`src/rtl/dsi_lane_array_if.sv`:
```
// Input word stream into the DSI lane array FIFO.
//   in_valid / in_ready : word handshake, a word transfers when both are high
//   in_data             : byte for lane i in in_data[i]
//   in_keep             : lane byte valid (all ones except possibly on the last word)
//   in_last             : final word of a packet
// master = packet source, slave = dsi_lane_array.
interface dsi_lane_array_if #(
  parameter int LANES = 2
);
  logic                  in_valid;
  logic                  in_ready;
  logic [LANES-1:0][7:0] in_data;
  logic [LANES-1:0]      in_keep;
  logic                  in_last;

  modport master (output in_valid, in_data, in_keep, in_last, input in_ready);
  modport slave  (input in_valid, in_data, in_keep, in_last, output in_ready);
endinterface

```
`src/rtl/dsi_lane_array.sv`:
```
// Multi-lane DSI data-lane controller. Buffers packets in a FIFO and drives
// LANES lanes in lockstep through LP->HS entry, HS burst and HS->LP exit.
// Optional macro DSI_LANE_ARRAY_STATS_EN adds pkt_count / burst_count outputs.
// Ports:
//   clk_base, reset        : clock, synchronous active-high reset
//   s_in                   : input word stream (dsi_lane_array_if.slave)
//   cfg_t_lpx/prpr/zero/trail/exit : state durations in clk_base cycles (0 acts as 1)
//   hs_data[i]             : parallel byte for lane i, LSB first on the wire
//   hs_en                  : HS driver enable
//   lp_p, lp_n             : LP line levels per lane
//   active                 : state != STOP
//   underflow              : sticky, FIFO ran dry mid-packet
//   pkt_count, burst_count : (stats build only) popped last words / burst starts

// One lane's output register: HS byte, LP levels and the bit used for trail.
module dsi_lane_out (
  input  logic       clk_base,
  input  logic       reset,
  input  logic [2:0] sel,
  input  logic [1:0] lp_nxt,   // {p, n}
  input  logic [7:0] byte_in,
  input  logic       keep,
  output logic [7:0] hs_byte,
  output logic       lp_p,
  output logic       lp_n
);
  localparam logic [2:0] SEL_SYNC  = 3'd2;
  localparam logic [2:0] SEL_DATA  = 3'd3;
  localparam logic [2:0] SEL_TRAIL = 3'd4;

  // Bit 7 of the last byte this lane put on the wire; trail is its inverse.
  logic last_b;

  always_ff @(posedge clk_base) begin
    if (reset) begin
      hs_byte <= 8'h00;
      lp_p    <= 1'b1;
      lp_n    <= 1'b1;
      last_b  <= 1'b0;
    end else begin
      lp_p <= lp_nxt[1];
      lp_n <= lp_nxt[0];
      case (sel)
        SEL_SYNC: begin
          hs_byte <= 8'hB8;
          last_b  <= 1'b1;
        end
        SEL_DATA: begin
          // A lane without a byte in the final word is already trailing.
          if (keep) begin
            hs_byte <= byte_in;
            last_b  <= byte_in[7];
          end else begin
            hs_byte <= {8{~last_b}};
          end
        end
        SEL_TRAIL: hs_byte <= {8{~last_b}};
        default:   hs_byte <= 8'h00;
      endcase
    end
  end
endmodule

module dsi_lane_array #(
  parameter int LANES      = 2,
  parameter int FIFO_DEPTH = 16,
  parameter int TIMER_W    = 8,
  parameter int START_LVL  = 4
) (
  input  logic                  clk_base,
  input  logic                  reset,
  dsi_lane_array_if.slave       s_in,
  input  logic [TIMER_W-1:0]    cfg_t_lpx,
  input  logic [TIMER_W-1:0]    cfg_t_prpr,
  input  logic [TIMER_W-1:0]    cfg_t_zero,
  input  logic [TIMER_W-1:0]    cfg_t_trail,
  input  logic [TIMER_W-1:0]    cfg_t_exit,
  output logic [LANES-1:0][7:0] hs_data,
  output logic                  hs_en,
  output logic [LANES-1:0]      lp_p,
  output logic [LANES-1:0]      lp_n,
  output logic                  active,
  output logic                  underflow
`ifdef DSI_LANE_ARRAY_STATS_EN
  ,
  output logic [15:0]           pkt_count,
  output logic [15:0]           burst_count
`endif
);
  localparam int AW = $clog2(FIFO_DEPTH);

  localparam logic [2:0] SEL_IDLE  = 3'd0;
  localparam logic [2:0] SEL_ZERO  = 3'd1;
  localparam logic [2:0] SEL_SYNC  = 3'd2;
  localparam logic [2:0] SEL_DATA  = 3'd3;
  localparam logic [2:0] SEL_TRAIL = 3'd4;

  typedef enum logic [2:0] {
    ST_STOP, ST_LPX, ST_PRPR, ST_ZERO, ST_SYNC, ST_TRNSM, ST_TRAIL, ST_EXIT
  } state_t;

  // ---------------- FIFO ----------------
  logic [LANES-1:0][7:0] mem_data [FIFO_DEPTH];
  logic [LANES-1:0]      mem_keep [FIFO_DEPTH];
  logic                  mem_last [FIFO_DEPTH];

  logic [AW:0]           wptr, rptr, count, last_cnt;
  logic                  full, empty, wr, pop;
  logic [LANES-1:0][7:0] rd_data;
  logic [LANES-1:0]      rd_keep;
  logic                  rd_last;

  assign count         = wptr - rptr;
  assign full          = (count == (AW+1)'(FIFO_DEPTH));
  assign empty         = (count == '0);
  assign s_in.in_ready = !reset && !full;
  assign wr            = s_in.in_valid && s_in.in_ready;
  assign rd_data       = mem_data[rptr[AW-1:0]];
  assign rd_keep       = mem_keep[rptr[AW-1:0]];
  assign rd_last       = mem_last[rptr[AW-1:0]];

  always_ff @(posedge clk_base) begin
    if (wr) begin
      mem_data[wptr[AW-1:0]] <= s_in.in_data;
      mem_keep[wptr[AW-1:0]] <= s_in.in_keep;
      mem_last[wptr[AW-1:0]] <= s_in.in_last;
    end
  end

  always_ff @(posedge clk_base) begin
    if (reset) begin
      wptr     <= '0;
      rptr     <= '0;
      last_cnt <= '0;
    end else begin
      if (wr)  wptr <= wptr + (AW+1)'(1);
      if (pop) rptr <= rptr + (AW+1)'(1);
      // Number of complete packets buffered; a burst may start on any of them.
      case ({wr && s_in.in_last, pop && rd_last})
        2'b10:   last_cnt <= last_cnt + (AW+1)'(1);
        2'b01:   last_cnt <= last_cnt - (AW+1)'(1);
        default: last_cnt <= last_cnt;
      endcase
    end
  end

  // ---------------- FSM ----------------
  state_t             state, nxt;
  logic [TIMER_W-1:0] cnt, dur, entry_dur;
  logic               tdone, uf_set, hs_en_nxt;
  logic [2:0]         lane_sel;
  logic [1:0]         lp_nxt;

  function automatic logic [TIMER_W-1:0] dur_of(input logic [TIMER_W-1:0] c);
    return (c == '0) ? TIMER_W'(1) : c;
  endfunction

  // Duration is captured at entry so config changes mid-state have no effect.
  always_comb begin
    entry_dur = TIMER_W'(1);
    case (nxt)
      ST_LPX:   entry_dur = dur_of(cfg_t_lpx);
      ST_PRPR:  entry_dur = dur_of(cfg_t_prpr);
      ST_ZERO:  entry_dur = dur_of(cfg_t_zero);
      ST_TRAIL: entry_dur = dur_of(cfg_t_trail);
      ST_EXIT:  entry_dur = dur_of(cfg_t_exit);
      default:  entry_dur = TIMER_W'(1);
    endcase
  end

  always_ff @(posedge clk_base) begin
    if (reset) begin
      state <= ST_STOP;
      cnt   <= '0;
      dur   <= TIMER_W'(1);
    end else begin
      state <= nxt;
      if (nxt != state) begin
        cnt <= '0;
        dur <= entry_dur;
      end else if (cnt != '1) begin
        cnt <= cnt + TIMER_W'(1);
      end
    end
  end

  assign tdone  = (cnt == dur - TIMER_W'(1));
  assign active = (state != ST_STOP);

  always_comb begin
    nxt       = state;
    pop       = 1'b0;
    uf_set    = 1'b0;
    lane_sel  = SEL_IDLE;
    lp_nxt    = 2'b11;
    hs_en_nxt = 1'b0;
    case (state)
      ST_STOP: begin
        // cnt==0 only on the first STOP cycle: that cycle is always a hold.
        if (cnt != '0 && (int'(count) >= START_LVL || last_cnt != '0))
          nxt = ST_LPX;
      end
      ST_LPX: begin
        lp_nxt = 2'b01;
        if (tdone) nxt = ST_PRPR;
      end
      ST_PRPR: begin
        lp_nxt = 2'b00;
        if (tdone) nxt = ST_ZERO;
      end
      ST_ZERO: begin
        lp_nxt    = 2'b00;
        hs_en_nxt = 1'b1;
        lane_sel  = SEL_ZERO;
        if (tdone) nxt = ST_SYNC;
      end
      ST_SYNC: begin
        lp_nxt    = 2'b00;
        hs_en_nxt = 1'b1;
        lane_sel  = SEL_SYNC;
        nxt       = ST_TRNSM;
      end
      ST_TRNSM: begin
        lp_nxt    = 2'b00;
        hs_en_nxt = 1'b1;
        if (empty) begin
          // Ran dry: close the burst now; the rest goes out as a new packet.
          uf_set   = 1'b1;
          lane_sel = SEL_TRAIL;
          nxt      = ST_TRAIL;
        end else begin
          pop      = 1'b1;
          lane_sel = SEL_DATA;
          if (rd_last) nxt = ST_TRAIL;
        end
      end
      ST_TRAIL: begin
        lp_nxt    = 2'b00;
        hs_en_nxt = 1'b1;
        lane_sel  = SEL_TRAIL;
        if (tdone) nxt = ST_EXIT;
      end
      ST_EXIT: begin
        if (tdone) nxt = ST_STOP;
      end
      default: nxt = ST_STOP;
    endcase
  end

  always_ff @(posedge clk_base) begin
    if (reset) begin
      hs_en     <= 1'b0;
      underflow <= 1'b0;
    end else begin
      hs_en <= hs_en_nxt;
      if (uf_set) underflow <= 1'b1;
    end
  end

`ifdef DSI_LANE_ARRAY_STATS_EN
  always_ff @(posedge clk_base) begin
    if (reset) begin
      pkt_count   <= '0;
      burst_count <= '0;
    end else begin
      if (pop && rd_last)                   pkt_count   <= pkt_count + 16'd1;
      if (state == ST_STOP && nxt == ST_LPX) burst_count <= burst_count + 16'd1;
    end
  end
`endif

  // ---------------- lanes ----------------
  for (genvar i = 0; i < LANES; i++) begin : g_lane
    dsi_lane_out u_lane (
      .clk_base (clk_base),
      .reset    (reset),
      .sel      (lane_sel),
      .lp_nxt   (lp_nxt),
      .byte_in  (rd_data[i]),
      .keep     (rd_keep[i]),
      .hs_byte  (hs_data[i]),
      .lp_p     (lp_p[i]),
      .lp_n     (lp_n[i])
    );
  end
endmodule
```
`src/flat_wrapper.sv`:
```
// flat-port wrapper written by rule: the top's interface ports become plain ports
module dsi_lane_array_flat 
#(
  parameter int LANES      = 2,
  parameter int FIFO_DEPTH = 16,
  parameter int TIMER_W    = 8,
  parameter int START_LVL  = 4
)
  (clk_base, reset, cfg_t_lpx, cfg_t_prpr, cfg_t_zero, cfg_t_trail, cfg_t_exit, hs_data, hs_en, lp_p, lp_n, active, underflow, s_in_in_valid, s_in_in_data, s_in_in_keep, s_in_in_last, s_in_in_ready);
  dsi_lane_array_if #(.LANES(LANES)) s_in_i ();
  input  logic clk_base;
  input  logic reset;
  input  logic [TIMER_W-1:0] cfg_t_lpx;
  input  logic [TIMER_W-1:0] cfg_t_prpr;
  input  logic [TIMER_W-1:0] cfg_t_zero;
  input  logic [TIMER_W-1:0] cfg_t_trail;
  input  logic [TIMER_W-1:0] cfg_t_exit;
  output logic [LANES-1:0][7:0] hs_data;
  output logic hs_en;
  output logic [LANES-1:0] lp_p;
  output logic [LANES-1:0] lp_n;
  output logic active;
  output logic underflow;
  input wire logic [$bits(s_in_i.in_valid)-1:0] s_in_in_valid;
  input wire logic [$bits(s_in_i.in_data)-1:0] s_in_in_data;
  input wire logic [$bits(s_in_i.in_keep)-1:0] s_in_in_keep;
  input wire logic [$bits(s_in_i.in_last)-1:0] s_in_in_last;
  output wire logic [$bits(s_in_i.in_ready)-1:0] s_in_in_ready;
  assign s_in_i.in_valid = s_in_in_valid;
  assign s_in_i.in_data = s_in_in_data;
  assign s_in_i.in_keep = s_in_in_keep;
  assign s_in_i.in_last = s_in_in_last;
  assign s_in_in_ready = s_in_i.in_ready;
  dsi_lane_array #(.LANES(LANES), .FIFO_DEPTH(FIFO_DEPTH), .TIMER_W(TIMER_W), .START_LVL(START_LVL)) u_core (.clk_base(clk_base), .reset(reset), .s_in(s_in_i), .cfg_t_lpx(cfg_t_lpx), .cfg_t_prpr(cfg_t_prpr), .cfg_t_zero(cfg_t_zero), .cfg_t_trail(cfg_t_trail), .cfg_t_exit(cfg_t_exit), .hs_data(hs_data), .hs_en(hs_en), .lp_p(lp_p), .lp_n(lp_n), .active(active), .underflow(underflow));
endmodule
```
`config.mk`:
```
export PLATFORM = sky130hd
export DESIGN_NAME = dsi_lane_array_flat
export DESIGN_NICKNAME = d
export VERILOG_FILES = /design/src/rtl/dsi_lane_array_if.sv /design/src/rtl/dsi_lane_array.sv /design/src/flat_wrapper.sv
export SDC_FILE = /design/constraint.sdc
export NUM_CORES = 1
export LEC_CHECK = 0
export ABC_CLOCK_PERIOD_IN_PS = 12500
export BUFFER_PORTS_ARGS = -buffer_cell sky130_fd_sc_hd__buf_2
export CORE_ASPECT_RATIO = 1.25
export CORE_MARGIN = 1
export CORE_UTILIZATION = 50
export DETAILED_ROUTE_END_ITERATION = 16
export GPL_TIMING_DRIVEN = 0
export PLACE_DENSITY = 0.71
export SLEW_MARGIN = 20
export SYNTH_ARGS = -nofsm -noshare
export SYNTH_HDL_FRONTEND = slang
export SYNTH_SLANG_ARGS = --single-unit
```
`constraint.sdc`:
```
create_clock -name clk_base -period 12.5 [get_ports clk_base]
set_clock_uncertainty 0.2 [all_clocks]
set_input_delay 2.5 -clock clk_base [delete_from_list [all_inputs] [get_ports clk_base]]
set_output_delay 2.5 -clock clk_base [all_outputs]
set_load 0.1 [all_outputs]
```
==> key figures, run 1 <==
Routing
  • Vias per Instance: 5.907
  • First-iteration detailed-routing DRC count: 873
  • DR pass1 iterations: 5
  • DRT antenna net count: 0
  • Post-route DRC: 0
  • Post-Route WL: 34,110 µm
  • Drt wl/cell: 23.01 µm
  • Via Count: 8,754

Synthesis
  • Synth Area per Inst: 16.46 µm²
  • Area leader, netlist: edfxtp_1
  • Cells after Synth: 919
  • Post-synthesis xor/xnor area fraction: 1.679%
  • Main combinational cell family by area after synthesis: multiplexers
  • Post-synth EDFFs: 304
  • Synth Area in Compound Gates: 5.353%
  • Synth unique cells: 68
  • Post-Synth Simple-Gate Area: 6.453%
  • Syn. warnings: 0
  • #FFs+latches synth: 364
  • Syn nets: 998
  • Async set-or-reset flop fraction in the synthesized netlist: 0%
  • Synth Flop Type: edfxtp_1
  • Mux share of post-synthesis cell area: 14.82%
  • Register area share after synthesis: 68.30%
  • Synth top area share: 60.36%
  • Area share of fa/ha/maj cells after synthesis: 1.456%
  • Synthesized area: 15,120 µm²
  • Synth top area cells: edfxtp_1 60%, mux4_2 12%, dfxtp_1 7.9%

STA
  • Period minus WS final: 6.774 ns
  • Post-route setup TNS: 0 ns
  • RSZ-0062 raised after global routing: no
  • Actual slew at the worst max-slew pin: 1.081 ns
  • Final hold violations: 0
  • Setup violations, final: 0
  • Max Clock Freq: 147.6 MHz
  • Max Slew Vio Count: 0
  • Slew headroom: 27.93%
  • Final worst-path cycle share: 54.19%

Worst setup path
  • Worst Setup SP: reset
  • Critical path startpoint category: input port
  • CP arrival: 4.07 ns
  • Critical path cell sequence: buf_2 > buf_1 > clkbuf_1 > a21oi_1 > buf_2
  • Critical path's largest stage delay: 0.51 ns
  • R2R depth: 9
  • Reg-to-reg critical path startpoint: u_core.rptr[1]$_SDFFE_PP0P_
  • Critical path start-end classification: input port to primary output
  • CP Capture Type: primary output
  • CP required: 9.80 ns
  • FF-to-FF End: u_core.mem_data[3][6]$_DFFE_PP_
  • Worst-path fanout max: 10
  • CP max stage cell: clkbuf_1
  • R2R setup slack: 8.33 ns
  • Most used cell, CP: buf_2

Die
  • Core area: 29,520 µm²
  • Die W: 157.6 µm
  • Die span in y: 196.4 µm
  • Starting Density: 51.24%
  • Row Count: 70
  • Io pins: 86
  • Die footprint: 30,950 µm²

Clocking
  • H-tree Lvls: 2
  • Num CTS Buffers: 36
  • Max clock buf depth: 3
  • Setup Fix Bufs, Post-CTS: 0
  • CTS Hold Buffers Added: 0
  • CTS tree: built
  • Clk sinks: 364
  • Clk slew on worst S/H paths: 0.06 ns
  • Skew-Pair Late Insertion Delay: 0.53 ns
  • Clk root buf: clkbuf_16
  • Post-cts resize count: 0

Global route
  • Largest net degree at the start of global routing: 18
  • Vias in the first global route: 8,569
  • First-pass GRT wire length: 50,860 µm
  • Initial antenna violation count: 0
  • All-layer global routing usage: 22.64%
  • Grt total ovfl: 0

Finish
  • Commonest non-fill, non-tap cell in the layout: edfxtp_1
  • Nets: 1,141
  • Final core utilization: 59.84%
  • Fillers: 2,188
  • N_diodes: 0
  • Share of layout cells above drive strength 1: 27.62%
  • Synth-to-layout area growth: 16.79%
  • Commonest non-fill, non-tap cells in the layout: 304 x edfxtp_1, 93 x buf_2, 79 x mux4_2, 60 x dfxtp_1

Worst hold path
  • Worst hold endpoint: u_core.underflow$_SDFFE_PP0P_
  • Hold path cells: 2
  • Hold crit path type: flop to flop
  • Hold path startpoint: u_core.underflow$_SDFFE_PP0P_

Power and ir drop
  • Clk pwr share: 37.7%
  • Comb pwr share: 12.7%
  • Power Density: 154.5 nW/µm²
  • Pint: 2042 µW
  • Seq pwr share: 49.7%
  • Switching share of power: 25.17%
  • NetSw: 687.0 µW
  • Pleak: 0.005854 µW
  • Max VDD drop: 143.2 µV

Placement
  • Port Buf Inserts: 85
  • Detail Placement HPWL: 22,870 µm
  • Gpl congestion: 0.8991

Status
  • Status: finished clean

Run
  • Max-cap violation count: 0
## metrics by stage
| step | total power [µW] | hold WS [ns] | setup slack, ns | cells | instance area [µm²] |
|---|---|---|---|---|---|
| 3_5_place_dp | 1723 | 0.2368 | 5.749 | 1420 | 16540 |
| 4_1_cts | 2745 | 0.2466 | 5.742 | 1482 | 17660 |
| 6_report | 2730 | 0.2435 | 5.726 | 1482 | 17660 |
| 5_1_grt | 2822 | 0.2827 | 5.636 | 1482 | 17660 |
| 2_1_floorplan | 1634 | 0.2531 | 5.410 | 919 | 15120 |
| 3_3_place_gp | 1715 | 0.2382 | 5.542 | 1400 | 16040 |
## sequential cells by signal (all words and copies together) (netlist names), named ones only
register                      flops
u_core.mem_data                 256
u_core.mem_keep                  32
u_core.g_lane.u_lane.hs_byte     16
u_core.mem_last                  16
u_core.cnt                        8
u_core.dur                        8
u_core.last_cnt                   5
u_core.rptr                       5
u_core.wptr                       5
u_core.state                      3
u_core.g_lane.u_lane.last_b       2
u_core.g_lane.u_lane.lp_n         1
u_core.g_lane.u_lane.lp_p         1
u_core.hs_en                      1
u_core.underflow                  1
## power by group through the flow
| stage | clock network, µW | registers [µW] | logic (µW) |
|---|---|---|---|
| 4_1_cts | 1050 | 1360 | 344 |
| 5_1_grt | 1090 | 1360 | 376 |
| 6_report | 1030 | 1360 | 346 |
| 3_5_place_dp | 0 | 1380 | 342 |
| 3_3_place_gp | 0 | 1380 | 333 |
| 2_1_floorplan | 0 | 1380 | 257 |
## layout make-up
cell class              instances  area (µm²)  share of cell area, %
flip-flops and latches        364       10330                  58.49
plain buffers                  41       210.2                  1.190
inverters                      22       82.58                 0.4676
repair buffers                105       815.8                  4.619
well taps                     396       495.5                  2.805
clock inverters                15       122.6                 0.6943
multi-input cells             492        4611                  26.11
clock buffers                  47       994.7                  5.632
## worst max-delay path: cells and delay by family
family / cells / cell delay (ns)
AO/OA/AOI/OAI: 1 / 0.10
buffers and inverters: 4 / 1.46
## cells in the mapped netlist (all sizes together) (2+ instances only)
master / n
a211o: 2
mux4: 79
nor2: 66
nand3: 13
clkbuf: 16
nand2: 54
mux2: 9
o31ai: 2
edfxtp: 304
nor3: 22
a22o: 7
xor2: 17
and3: 3
mux2i: 36
o211a: 2
o21ai: 25
a311oi: 2
ha: 16
or2: 2
nor4: 7
a31oi: 3
nand2b: 8
or4: 3
nand4: 9
a21oi: 43
dfxtp: 60
o31a: 2
a21o: 5
xnor2: 12
or3: 4
o21bai: 2
nor2b: 4
a2111oi: 2
a211oi: 5
buf: 25
and2: 4
a22oi: 8
inv: 22
## worst max-delay path by stage
stage / slack (ns) / endpoint / depth (start not counted)
2_1_floorplan: 5.41 / s_in_in_ready / 3
3_5_place_dp: 5.75 / s_in_in_ready / 5
4_1_cts: 5.74 / s_in_in_ready / 5
6_report: 5.73 / s_in_in_ready / 5
5_1_grt: 5.64 / s_in_in_ready / 5
3_3_place_gp: 5.54 / u_core.mem_data[0][4]$_DFFE_PP_ / 5
## logic make-up after synthesis
kind of cell,after synthesis
mux,124
compound gates,120
buf+inv,63
xor+xnor,29
flops,364
simple gates,202
fa+ha+maj,17
## metal layers
metal | up-vias | global-route usage, % | part of all wire [%]
met5 | - | 0 | 0
li1 | 3896 | - | -
met3 | 97 | 3.496 | 7.1
met2 | 386 | 37.55 | 49
met1 | 4375 | 29.85 | 39
met4 | 0 | 9.385 | 4.3
No activity file was read; power rests on OpenSTA's default activity.
==> inputs of run 2 (changes only) <==
- ABC_CLOCK_PERIOD_IN_PS: 12500 -> 5900
- PLACE_DENSITY: 0.71 -> 0.74
- clock period: 12.5 -> 5.9 ns (I/O delays scaled with it)
==> run 2 against run 1 <==
  * Worst setup slack worse by 4.0 ns
  * Wire length is 2.9% lower
  * Register-to-register slack worse by 6.6 ns
  * Global-route usage is 0.63 points lower
  * Clock power is 120% higher
  * Final area is 0.35% lower
  * Combinational power is 110% higher
  * Sequential share of layout area is 0.20 points higher
  * Die area stayed put
  * Cell count is 0.13% lower
  * Total power is 110% higher
  * Critical path type is now flop to primary output
  * Highest routed layer unchanged
==> key figures, run 2 (same netlist as run 1, synthesis figures left out) <==
Finish
  • Commonest non-fill, non-tap cells in the layout: 304 x edfxtp_1, 93 x buf_2, 79 x mux4_2, 60 x dfxtp_1
  • N_diodes: 0
  • Synth-to-layout area growth: 16.38%
  • Post-route cell area: 17,600 µm²
  • Commonest non-fill, non-tap cell in the layout: edfxtp_1
  • Share of layout cells above drive strength 1: 27.40%
  • Fillers: 2,160
  • Finished Layout Cells: 1,480
  • Max reg flops: 256
  • Nets: 1,141

Power and ir drop
  • Power Density: 331.5 nW/µm²
  • Pleak: 0.005847 µW
  • Max VDD drop: 287.1 µV

STA
  • RSZ-0062 raised after global routing: no
  • Final worst-path cycle share: 70.56%
  • Final worst setup slack: 1.737 ns
  • Max Clock Freq: 240.2 MHz
  • Slew headroom: 32.21%
  • Post-route setup TNS: 0 ns
  • Final hold violations: 0
  • Actual slew at the worst max-slew pin: 1.017 ns
  • Period minus WS final: 4.163 ns
  • Setup violations, final: 0
  • Max Slew Vio Count: 0

Routing
  • Post-route DRC: 0
  • DRT antenna net count: 0
  • Drt wl/cell: 22.39 µm
  • Via Count: 8,733
  • Post-Route WL: 33,140 µm
  • DR pass1 iterations: 7
  • First-iteration detailed-routing DRC count: 722
  • Vias per Instance: 5.901

Clocking
  • Post-cts resize count: 0
  • Max clock buf depth: 3
  • H-tree Lvls: 2
  • Clk root buf: clkbuf_16
  • Num CTS Buffers: 36
  • Setup Fix Bufs, Post-CTS: 0
  • CTS tree: built
  • Clk sinks: 364
  • Skew-Pair Late Insertion Delay: 0.52 ns
  • CTS Hold Buffers Added: 0
  • Clk slew on worst S/H paths: 0.06 ns

Global route
  • Vias in the first global route: 8,694
  • Largest net degree at the start of global routing: 20
  • Grt total ovfl: 0
  • First-pass GRT wire length: 49,800 µm
  • All-layer global routing usage: 22.01%
  • Initial antenna violation count: 0

Worst setup path
  • CP required: 4.52 ns
  • Worst-path fanout max: 6
  • CP max stage cell: buf_2
  • CP Capture Type: primary output
  • Critical path cell sequence: inv_1 > ha_1 > nor2b_4 > o211ai_1 > nand3_1 > and2_1 > a21oi_1 > buf_2
  • Critical path start-end classification: flop to primary output
  • CP arrival: 2.78 ns
  • Critical path startpoint category: flop
  • Critical path's largest stage delay: 0.45 ns

Placement
  • Placed inst area: 16,460 µm²
  • Setup WS pre-CTS: 1.755 ns
  • Placed Cells: 1,420
  • Port Buf Inserts: 85
  • Detail Placement HPWL: 22,180 µm
  • Gpl congestion: 0.8743

Die
  • Starting Density: 51.24%
  • Core area: 29,520 µm²
  • Die footprint: 30,950 µm²
  • Io pins: 86
  • Row Count: 70
  • Die span in y: 196.4 µm
  • Die W: 157.6 µm

Status
  • Status: finished clean

Run
  • Max-cap violation count: 0

Worst hold path
  • Hold crit path type: flop to flop
run 2: changes by cell type in the layout (fill, tap and decap cells not counted):
cell,change
buf_16,-4
buf_4,+4
bufinv_16,+3
clkinvlp_4,-3
clkbuf_16,-2
clkinv_4,-2
clkbuf_8,-1
clkinv_1,+1
inv_16,+1
inv_6,+1
run 2: power breakdown:
group	internal, µW	switching (µW)	total [µW]
logic	260	477	737
clock network	1300	924	2230
registers	2830	39.2	2870
run 2: worst paths after layout:
path	to	startpoint	cells after the start	slack (ns)
worst max-delay path	s_in_in_ready	u_core.rptr[1]$_SDFFE_PP0P_	8	1.74
worst min-delay path	u_core.underflow$_SDFFE_PP0P_	u_core.underflow$_SDFFE_PP0P_	2	0.24
worst max register to register	u_core.last_cnt[4]$_SDFFE_PP0P_	u_core.rptr[1]$_SDFFE_PP0P_	16	1.77
worst min register to register	u_core.underflow$_SDFFE_PP0P_	u_core.underflow$_SDFFE_PP0P_	2	0.24
run 2: stage by stage:
stage	power [µW]	utilization (%)	hold WS, ns
after CTS	5872	59.63	0.2505
after detailed placement	3655	55.78	0.2411
after global placement	3636	54.36	0.2398
final	5834	59.63	0.2448
after floorplan	3462	-	0.2531
after global routing	6037	59.63	0.2789
run 2: critical path: cells and delay by family (launching register included):
family / cells / cell delay, ns
fa+ha+maj: 1 / 0.31
compound gates: 2 / 0.51
flops: 1 / 0.36
buf+inv: 2 / 0.54
simple gates: 3 / 0.53
run 2: final cells by class:
class / count / area [µm²] / share of cell area [%]
buffer: 41 / 210.2 / 1.194
timing repair buffer: 105 / 735.7 / 4.180
inverter: 22 / 82.58 / 0.4692
sequential: 364 / 10330 / 58.69
clock buffer: 44 / 930.9 / 5.289
multi-input combinational: 492 / 4611 / 26.20
clock inverter: 16 / 205.2 / 1.166
tap: 396 / 495.5 / 2.815
run 2: layer usage:
| layer | vias to the layer above | wire (µm) | global-route usage (%) |
|---|---|---|---|
| met5 | - | 0 | 0 |
| met4 | 0 | 1169 | 9.637 |
| met3 | 83 | 2595 | 4.002 |
| met2 | 416 | 16610 | 37.58 |
| met1 | 4340 | 12760 | 27.35 |
| li1 | 3894 | - | - |
==> inputs of run 3 (changes only) <==
- ABC_CLOCK_PERIOD_IN_PS: 5900 -> 4200
- PLACE_DENSITY: 0.74 -> 0.71
- clock period: 5.9 -> 4.2 ns (I/O delays scaled with it)
==> run 3 against run 2 <==
  * Sequential share of layout area down 0.38 points
  * Clock power grew 37%
  * Critical path depth unchanged
  * Non-clock buffer count grew 3
  * Combinational power up 41%
  * Critical endpoint unchanged
  * Largest cell class unchanged
==> key figures, run 3 (same netlist as run 1, synthesis figures left out) <==
Worst setup path
  • CP required: 3.16 ns
  • Worst-path fanout max: 6
  • Largest delay share family, worst path: compound AO/OA/AOI/OAI gates
  • Critical path startpoint category: flop
  • Buf+Inv Stages, Crit Path: 2
  • CP max stage cell: o211ai_1
  • Reg-to-reg critical path startpoint: u_core.rptr[1]$_SDFFE_PP0P_
  • CP arrival: 2.93 ns
  • Critical path's largest stage delay: 0.45 ns
  • Worst Setup SP: u_core.rptr[1]$_SDFFE_PP0P_
  • CP Capture Type: primary output
  • Critical path start-end classification: flop to primary output
  • Critical path cell sequence: inv_1 > ha_1 > nor2b_4 > o211ai_1 > nand3_2 > and2_1 > a21oi_1 > buf_2

Global route
  • Grt total ovfl: 0
  • Largest net degree at the start of global routing: 18
  • All-layer global routing usage: 22.64%
  • First-pass GRT wire length: 50,860 µm
  • Initial antenna violation count: 0
  • Vias in the first global route: 8,569

Routing
  • DRT antenna net count: 0
  • Via Count: 8,844
  • Post-route DRC: 0
  • Vias per Instance: 5.956
  • Drt wl/cell: 23.08 µm
  • DR pass1 iterations: 5
  • First-iteration detailed-routing DRC count: 798
  • Post-Route WL: 34,270 µm

Finish
  • Fillers: 2,186
  • N_diodes: 0
  • Nets: 1,144
  • Synth-to-layout area growth: 17.14%
  • Commonest non-fill, non-tap cell in the layout: edfxtp_1
  • Max reg flops: 256
  • Commonest non-fill, non-tap cells in the layout: 304 x edfxtp_1, 93 x buf_2, 79 x mux4_2, 60 x dfxtp_1
  • Post-route cell area: 17,720 µm²
  • Share of layout cells above drive strength 1: 28.10%

Run
  • Max-cap violation count: 0

Power and ir drop
  • NetSw: 2050 µW
  • Pint: 6084 µW
  • Power Density: 459.1 nW/µm²
  • Seq pwr share: 49.6%
  • Switching share of power: 25.20%
  • Comb pwr share: 12.8%
  • Max VDD drop: 425.6 µV
  • Clk pwr share: 37.6%
  • Pleak: 0.005873 µW

Clocking
  • CTS Hold Buffers Added: 0
  • Num CTS Buffers: 36
  • Max clock buf depth: 3
  • CTS tree: built
  • Clk slew on worst S/H paths: 0.06 ns
  • Clk root buf: clkbuf_16
  • Clk sinks: 364
  • Skew-Pair Late Insertion Delay: 0.53 ns
  • H-tree Lvls: 2

STA
  • Actual slew at the worst max-slew pin: 1.074 ns
  • Max Clock Freq: 252.2 MHz
  • Period minus WS final: 3.966 ns
  • Post-route setup TNS: 0 ns
  • Final hold violations: 0
  • Final worst-path cycle share: 94.42%
  • Setup violations, final: 0
  • Final worst setup slack: 0.2345 ns
  • Slew headroom: 28.41%
  • Max Slew Vio Count: 0

Die
  • Starting Density: 51.24%
  • Row Count: 70
  • Io pins: 86
  • Die W: 157.6 µm
  • Die span in y: 196.4 µm
  • Core area: 29,520 µm²
  • Die footprint: 30,950 µm²

Worst hold path
  • Hold crit path type: flop to flop
  • Hold path startpoint: u_core.underflow$_SDFFE_PP0P_

Placement
  • Setup WS pre-CTS: 0.06724 ns
  • Port Buf Inserts: 85
  • Detail Placement HPWL: 22,870 µm
  • Placed inst area: 16,540 µm²
  • Gpl congestion: 0.8991

Status
  • Status: finished clean
run 3: cell types whose count changed in the layout (fill, tap and decap cells not counted), sizes merged:
| cell | before | now |
|---|---|---|
| clkinvlp | 0 | 3 |
| bufinv | 4 | 1 |
| buf | 130 | 133 |
| clkinv | 10 | 11 |
| clkbuf | 60 | 63 |
| inv | 24 | 22 |
run 3: area by class of cell:
class                   count  area [µm²]  share of cell area, %
plain buffers              41       210.2                  1.187
clock buffers              47       994.7                  5.615
clock inverters            15       122.6                 0.6921
inverters                  22       82.58                 0.4661
multi-input cells         492        4642                  26.20
flip-flops and latches    364       10330                  58.31
well taps                 396       495.5                  2.797
repair buffers            108       838.3                  4.732
run 3: per-stage QoR:
step	instances	utilization [%]	total power [µW]	hold slack, ns
after detailed placement	1420	56.05	5129	0.2368
after global routing	1485	60.02	8411	0.2827
final	1485	60.02	8134	0.2429
after global placement	1400	54.36	5103	0.2382
after floorplan	919	-	4863	0.2531
after CTS	1482	59.84	8171	0.2466
run 3: final timing paths:
check / endpoint / slack [ns] / depth (start not counted)
max: s_in_in_ready / 0.23 / 8
min: u_core.underflow$_SDFFE_PP0P_ / 0.24 / 2
max reg2reg: u_core.last_cnt[4]$_SDFFE_PP0P_ / 0.25 / 17
min reg2reg: u_core.underflow$_SDFFE_PP0P_ / 0.24 / 2
run 3: timing repair:
| item | in CTS | in global routing |
|---|---|---|
| resized for setup | 0 | 6 |
| buffers inserted | 0 | 3 |
| setup endpoints to repair | 0 | 43 |
run 3: power by group through the flow:
stage | combinational, µW | clock (µW) | sequential [µW]
after CTS | 1020 | 3110 | 4030
final | 1040 | 3060 | 4030
after global routing | 1130 | 3240 | 4040
after detailed placement | 1020 | 0 | 4110
after floorplan | 765 | 0 | 4100
after global placement | 992 | 0 | 4110
run 3: tightest hold or removal path: stages (launching register included):
cell,delay (ns)
dfxtp_1,0.31
inv_1,0.04
a21oi_1,0.05
run 3: layer usage:
| layer | GRT usage (%) | wire [µm] | vias to the layer above |
|---|---|---|---|
| met3 | 3.496 | 2526 | 101 |
| li1 | - | - | 3907 |
| met2 | 37.55 | 16880 | 440 |
| met5 | 0 | 0 | - |
| met1 | 29.85 | 13360 | 4396 |
| met4 | 9.385 | 1503 | 0 |
